### src/rtl/bpred_pkg.sv
// Shared definitions for the branch predictor: 2-bit counter encodings and
// the saturating counter step used by every counter table.
package bpred_pkg;

    typedef enum logic [1:0] {
        SNT = 2'b00,
        WNT = 2'b01,
        WT  = 2'b10,
        ST  = 2'b11
    } ctr_t;

    localparam ctr_t CTR_RESET = WNT;

    function automatic ctr_t sat2_next(input ctr_t ctr, input logic taken);
        ctr_t nxt;
        nxt = ctr;
        case (ctr)
            SNT:     nxt = taken ? WNT : SNT;
            WNT:     nxt = taken ? WT  : SNT;
            WT:      nxt = taken ? ST  : WNT;
            ST:      nxt = taken ? ST  : WT;
            default: nxt = CTR_RESET;
        endcase
        return nxt;
    endfunction

endpackage

### src/rtl/bpred_ctr_table.sv
// Array of 2-bit saturating direction counters: one async read port for IF,
// one read-modify-write port for EX resolution, synchronous reset to WNT.
module bpred_ctr_table
    import bpred_pkg::*;
#(
    parameter int IDX_W = 6
) (
    input  logic             clk,
    input  logic             rst,
    input  logic [IDX_W-1:0] rd_idx,
    output ctr_t             rd_ctr,
    input  logic             upd_en,
    input  logic [IDX_W-1:0] upd_idx,
    input  logic             upd_taken
);

    localparam int ENTRIES = 1 << IDX_W;

    ctr_t mem [ENTRIES];

    assign rd_ctr = mem[rd_idx];

    always_ff @(posedge clk) begin
        if (rst) begin
            for (int i = 0; i < ENTRIES; i++) begin
                mem[i] <= CTR_RESET;
            end
        end else if (upd_en) begin
            mem[upd_idx] <= sat2_next(mem[upd_idx], upd_taken);
        end
    end

endmodule

### src/rtl/bpred_bht.sv
// Branch predictor for the 5-stage pipeline: tagged direct-mapped BTB plus a
// 2-bit counter table (bimodal or gshare), trained non-speculatively from EX.
module bpred_bht
    import bpred_pkg::*;
#(
    parameter int PC_W   = 30,
    parameter int IDX_W  = 6,
    parameter int TAG_W  = 8,
    parameter int GSHARE = 0,
    parameter int GHR_W  = 6,
    parameter int STAT_W = 16
) (
    input  logic              clk,
    input  logic              rst,
    input  logic [PC_W-1:0]   if_pc,
    output logic              pred_taken,
    output logic [PC_W-1:0]   pred_target,
    input  logic              upd_valid,
    input  logic [PC_W-1:0]   upd_pc,
    input  logic              upd_taken,
    input  logic [PC_W-1:0]   upd_target,
    input  logic              upd_mispredict,
    output logic [STAT_W-1:0] stat_branches,
    output logic [STAT_W-1:0] stat_mispred
);

    localparam int ENTRIES = 1 << IDX_W;

    logic [ENTRIES-1:0] btb_v;
    logic [TAG_W-1:0]   btb_tag [ENTRIES];
    logic [PC_W-1:0]    btb_tgt [ENTRIES];
    logic [GHR_W-1:0]   ghr;

    logic [IDX_W-1:0] if_bi, if_ci, upd_bi, upd_ci;
    logic [TAG_W-1:0] if_tag, upd_tag;
    logic             if_hit;
    ctr_t             if_ctr;
    logic             upd_pc_unused;

    function automatic logic [IDX_W-1:0] ctr_index(input logic [IDX_W-1:0] bi,
                                                   input logic [GHR_W-1:0] hist);
        return (GSHARE != 0) ? (bi ^ IDX_W'(hist)) : bi;
    endfunction

    function automatic logic [STAT_W-1:0] sat_inc(input logic [STAT_W-1:0] val,
                                                  input logic inc);
        return (inc && (val != '1)) ? val + STAT_W'(1) : val;
    endfunction

    // Lookup path: combinational from registered state, no bypass of this cycle's update
    assign if_bi  = if_pc[IDX_W-1:0];
    assign if_tag = if_pc[IDX_W +: TAG_W];
    assign if_ci  = ctr_index(if_bi, ghr);
    assign if_hit = btb_v[if_bi] && (btb_tag[if_bi] == if_tag);

    assign pred_taken  = if_hit && if_ctr[1];
    assign pred_target = pred_taken ? btb_tgt[if_bi] : if_pc + PC_W'(1);

    assign upd_bi  = upd_pc[IDX_W-1:0];
    assign upd_tag = upd_pc[IDX_W +: TAG_W];
    assign upd_ci  = ctr_index(upd_bi, ghr);

    // Bits above the tag do not participate in indexing or tag compare
    assign upd_pc_unused = ^upd_pc[PC_W-1:IDX_W+TAG_W];

    bpred_ctr_table #(
        .IDX_W (IDX_W)
    ) u_ctr (
        .clk       (clk),
        .rst       (rst),
        .rd_idx    (if_ci),
        .rd_ctr    (if_ctr),
        .upd_en    (upd_valid),
        .upd_idx   (upd_ci),
        .upd_taken (upd_taken)
    );

    always_ff @(posedge clk) begin
        if (rst) begin
            btb_v         <= '0;
            ghr           <= '0;
            stat_branches <= '0;
            stat_mispred  <= '0;
        end else if (upd_valid) begin
            if (upd_taken) begin
                btb_v[upd_bi] <= 1'b1;
            end
            if (GSHARE != 0) begin
                ghr <= GHR_W'({ghr, upd_taken});
            end
            stat_branches <= sat_inc(stat_branches, 1'b1);
            stat_mispred  <= sat_inc(stat_mispred, upd_mispredict);
        end
    end

    // Tag/target need no reset: a cleared valid bit hides them. Hit-and-taken
    // rewrites the same tag, so one write covers both refresh and allocation.
    always_ff @(posedge clk) begin
        if (upd_valid && upd_taken) begin
            btb_tag[upd_bi] <= upd_tag;
            btb_tgt[upd_bi] <= upd_target;
        end
    end

endmodule
### config.mk
export PLATFORM = sky130hd
export DESIGN_NAME = bpred_bht
export DESIGN_NICKNAME = d
export VERILOG_FILES = /design/src/rtl/bpred_pkg.sv /design/src/rtl/bpred_ctr_table.sv /design/src/rtl/bpred_bht.sv
export SDC_FILE = /design/constraint.sdc
export NUM_CORES = 2
export LEC_CHECK = 0
export CORE_UTILIZATION = 35
export CTS_BUF_LIST = sky130_fd_sc_hd__clkbuf_4
export CTS_CLUSTER_SIZE = 12
export DETAILED_ROUTE_END_ITERATION = 16
export GPL_TIMING_DRIVEN = 1
export MAX_ROUTING_LAYER = met4
export SLEW_MARGIN = 20
export SYNTH_ARGS = -nofsm -noshare
export SYNTH_HDL_FRONTEND = slang
export SYNTH_HIERARCHICAL = 1
export SYNTH_SLANG_ARGS = --single-unit
### constraint.sdc
create_clock -name clk -period 11.15 [get_ports clk]
set_input_delay 2.23 -clock clk [delete_from_list [all_inputs] [get_ports clk]]
set_output_delay 2.23 -clock clk [all_outputs]
set_load 0.02 [all_outputs]
==> metrics.txt <==
unrepaired setup endpoints after global routing no; crit end category output port; internal power 0.0155 W; relative slew slack 0.190; Ys Warns 6; Crit. Startpoint if_pc[1]; Syn Nets 4,949; Fill cells 26,400; Final period util 0.879; DP HPWL 152,000 um; vias in the first global route 55,700; H-tree depth 6; setup_tns 0 ns; Clock Latency Late Sink 1.30 ns; crit path max fanout 75; Cell Chain, Critical Path buf_8 -> buf_4 -> mux4_2 -> mux2i_1 -> mux2i_1 -> o2111ai_1 -> a31oi_1 -> nand4b_1 -> nor4_2 -> nand4_4 -> buf_4 -> mux2_4 -> clkdlybuf4s50_1; Routed Antenna Nets 0; Layout Skew 0.0476 ns; Post-Place Cell Area 111,000 sq um; CP max-delay cell buf_4; # IOs 158; worst r2r src u_ctr/mem[19][1]; WL final 289,000 um; R2R setup slack 7.10 ns; area grow syn2layout 13.7%; DIE AREA 302,000 sq um; CP required 8.92 ns; total number of vias 54,600; Netlist Area Pre-Place 105,000 sq um; clock share of power 0.397; hold-fix buffer count after cts 0; count of final max-slew check failures 0; drt drc 0; deepest clock path buffer count 4; Post-CTS Setup Bufs 0; crit start category input pin; RD Place Congestion 0.802; Pwr Density 168 nW/um^2; pin count of the biggest net entering global routing 131; total gr overflow 0; post-cts gate resize count 0; Die Y 550 um; average cell area after synthesis 21.6 sq um; status finished clean; Net Switching 0.00450 W; Buf/Inv on CP 4; Clock transition at path regs 0.06 ns; Net Sw Frac 0.225; Max-Cap Viols 0; Gate power share 0.054; Synth Instances 4,851; layout cell share with drive strength beyond 1 0.352; Least-Margin Pin Slew 1.22 ns; CP top delay family buffers and inverters; antenna violations before repair 29; WP data arrival 7.57 ns; Num CTS Buffers 655; Clock Sinks 2,656; Avg Vias per Cell 5.53; Core ar. 298,000 sq um; global-route wire length before repair 406,000 um; Fin Hold WS 0.462 ns; HP Start btb_v[54]; PortBufs 141; Initial Utilization 0.353; FP Rows 200; Reg power frac 0.549; maximum VDD drop 90.1 uV; Lkg Pwr 37.4 nW; CTS root buffer clkbuf_4; Final Net Count 5,589; Global Route Usage Sum 0.195; Final Hold Viols 0; CP max stage delay 0.83 ns; CTS tree yes; critical path class input pin to output port; Die Wd 550 um; worst hold path class flop to flop; wire per inst 29.2 um; final instance area 119,000 sq um; 1st-pass router iterations 5; final setup fails 0; Peak Freq 102 MHz; post-layout min period 9.80 ns; Starting DRT DRC Count 6,833
==> routing by layer <==
layer | GRT usage | part of all wire | vias to the layer above
li1 | - | - | 22100
met1 | 0.266 | 0.41 | 29300
met2 | 0.293 | 0.47 | 2809
met3 | 0.0406 | 0.093 | 449
met4 | 0.0612 | 0.029 | 0
met5 | - | 0 | -
==> per-stage QoR <==
stage,cells,worst slack (ns),power (W),util
after CTS,9854,1.35,0.0202,0.400
after detailed placement,8771,1.37,0.0123,0.374
after global placement,8770,1.41,0.0123,0.374
after floorplan,4851,3.65,0.0119,-
final,9882,1.35,0.0200,0.401
after global routing,9875,1.20,0.0207,0.401
==> registers in the layout (all words and copies together), names as in the netlist <==
| register | cells |
|---|---|
| btb_tgt | 1920 |
| btb_tag | 512 |
| u_ctr/mem | 128 |
| btb_v | 64 |
| stat_branches | 16 |
| stat_mispred | 16 |
==> worst register-to-register path: stages, from the launching register on <==
cell       delay (ns)
edfxtp_1         0.41
mux4_2           0.46
and3_1           0.19
a31oi_1          0.23
o2111ai_1        0.20
or4b_1           0.76
a21oi_4          0.77
buf_4            0.52
o211ai_1         0.20
==> power groups by stage <==
stage	registers, W	clock network [W]	logic [W]
6_report	0.0110	0.00795	0.00108
5_1_grt	0.0110	0.00860	0.00114
4_1_cts	0.0110	0.00811	0.00109
3_5_place_dp	0.0112	0	0.00109
3_3_place_gp	0.0112	0	0.00107
2_1_floorplan	0.0112	0	0.000650
==> path summary, 6_finish.rpt <==
path	to	cells past startpoint
worst max register to register	u_ctr/mem[57][0]	8
worst min-delay path	btb_v[54]	2
worst max-delay path	pred_target[10]	13
worst min register to register	btb_v[54]	2
==> layout make-up <==
type                    count  area [sq um]  area share
diodes                     26          65.1    0.000546
clock buffers             941          7060      0.0592
clock inverters           142           898     0.00753
inverters                  18          67.6    0.000566
multi-input cells        1885         25100       0.210
flip-flops and latches   2656         78800       0.661
well taps                3939          4930      0.0413
repair buffers            275          2390      0.0200
==> cell usage in the layout, fill, tap and decap left out, types with 21 or more instances in the layout <==
master           instances
edfxtp_1              2560
clkbuf_4               941
mux4_2                 768
nor2_1                 202
buf_4                  132
nand2_1                118
mux2i_1                105
o21ai_0                 97
dfxtp_1                 96
clkinv_1                95
clkdlybuf4s50_1         95
nor2_4                  64
a21oi_1                 45
nand3_1                 36
xnor2_1                 34
buf_2                   33
xor2_1                  28
mux2_4                  28
a211oi_1                27
a22oi_1                 27
diode_2                 26
nor2b_1                 21
(Power assumes the default switching activity.)
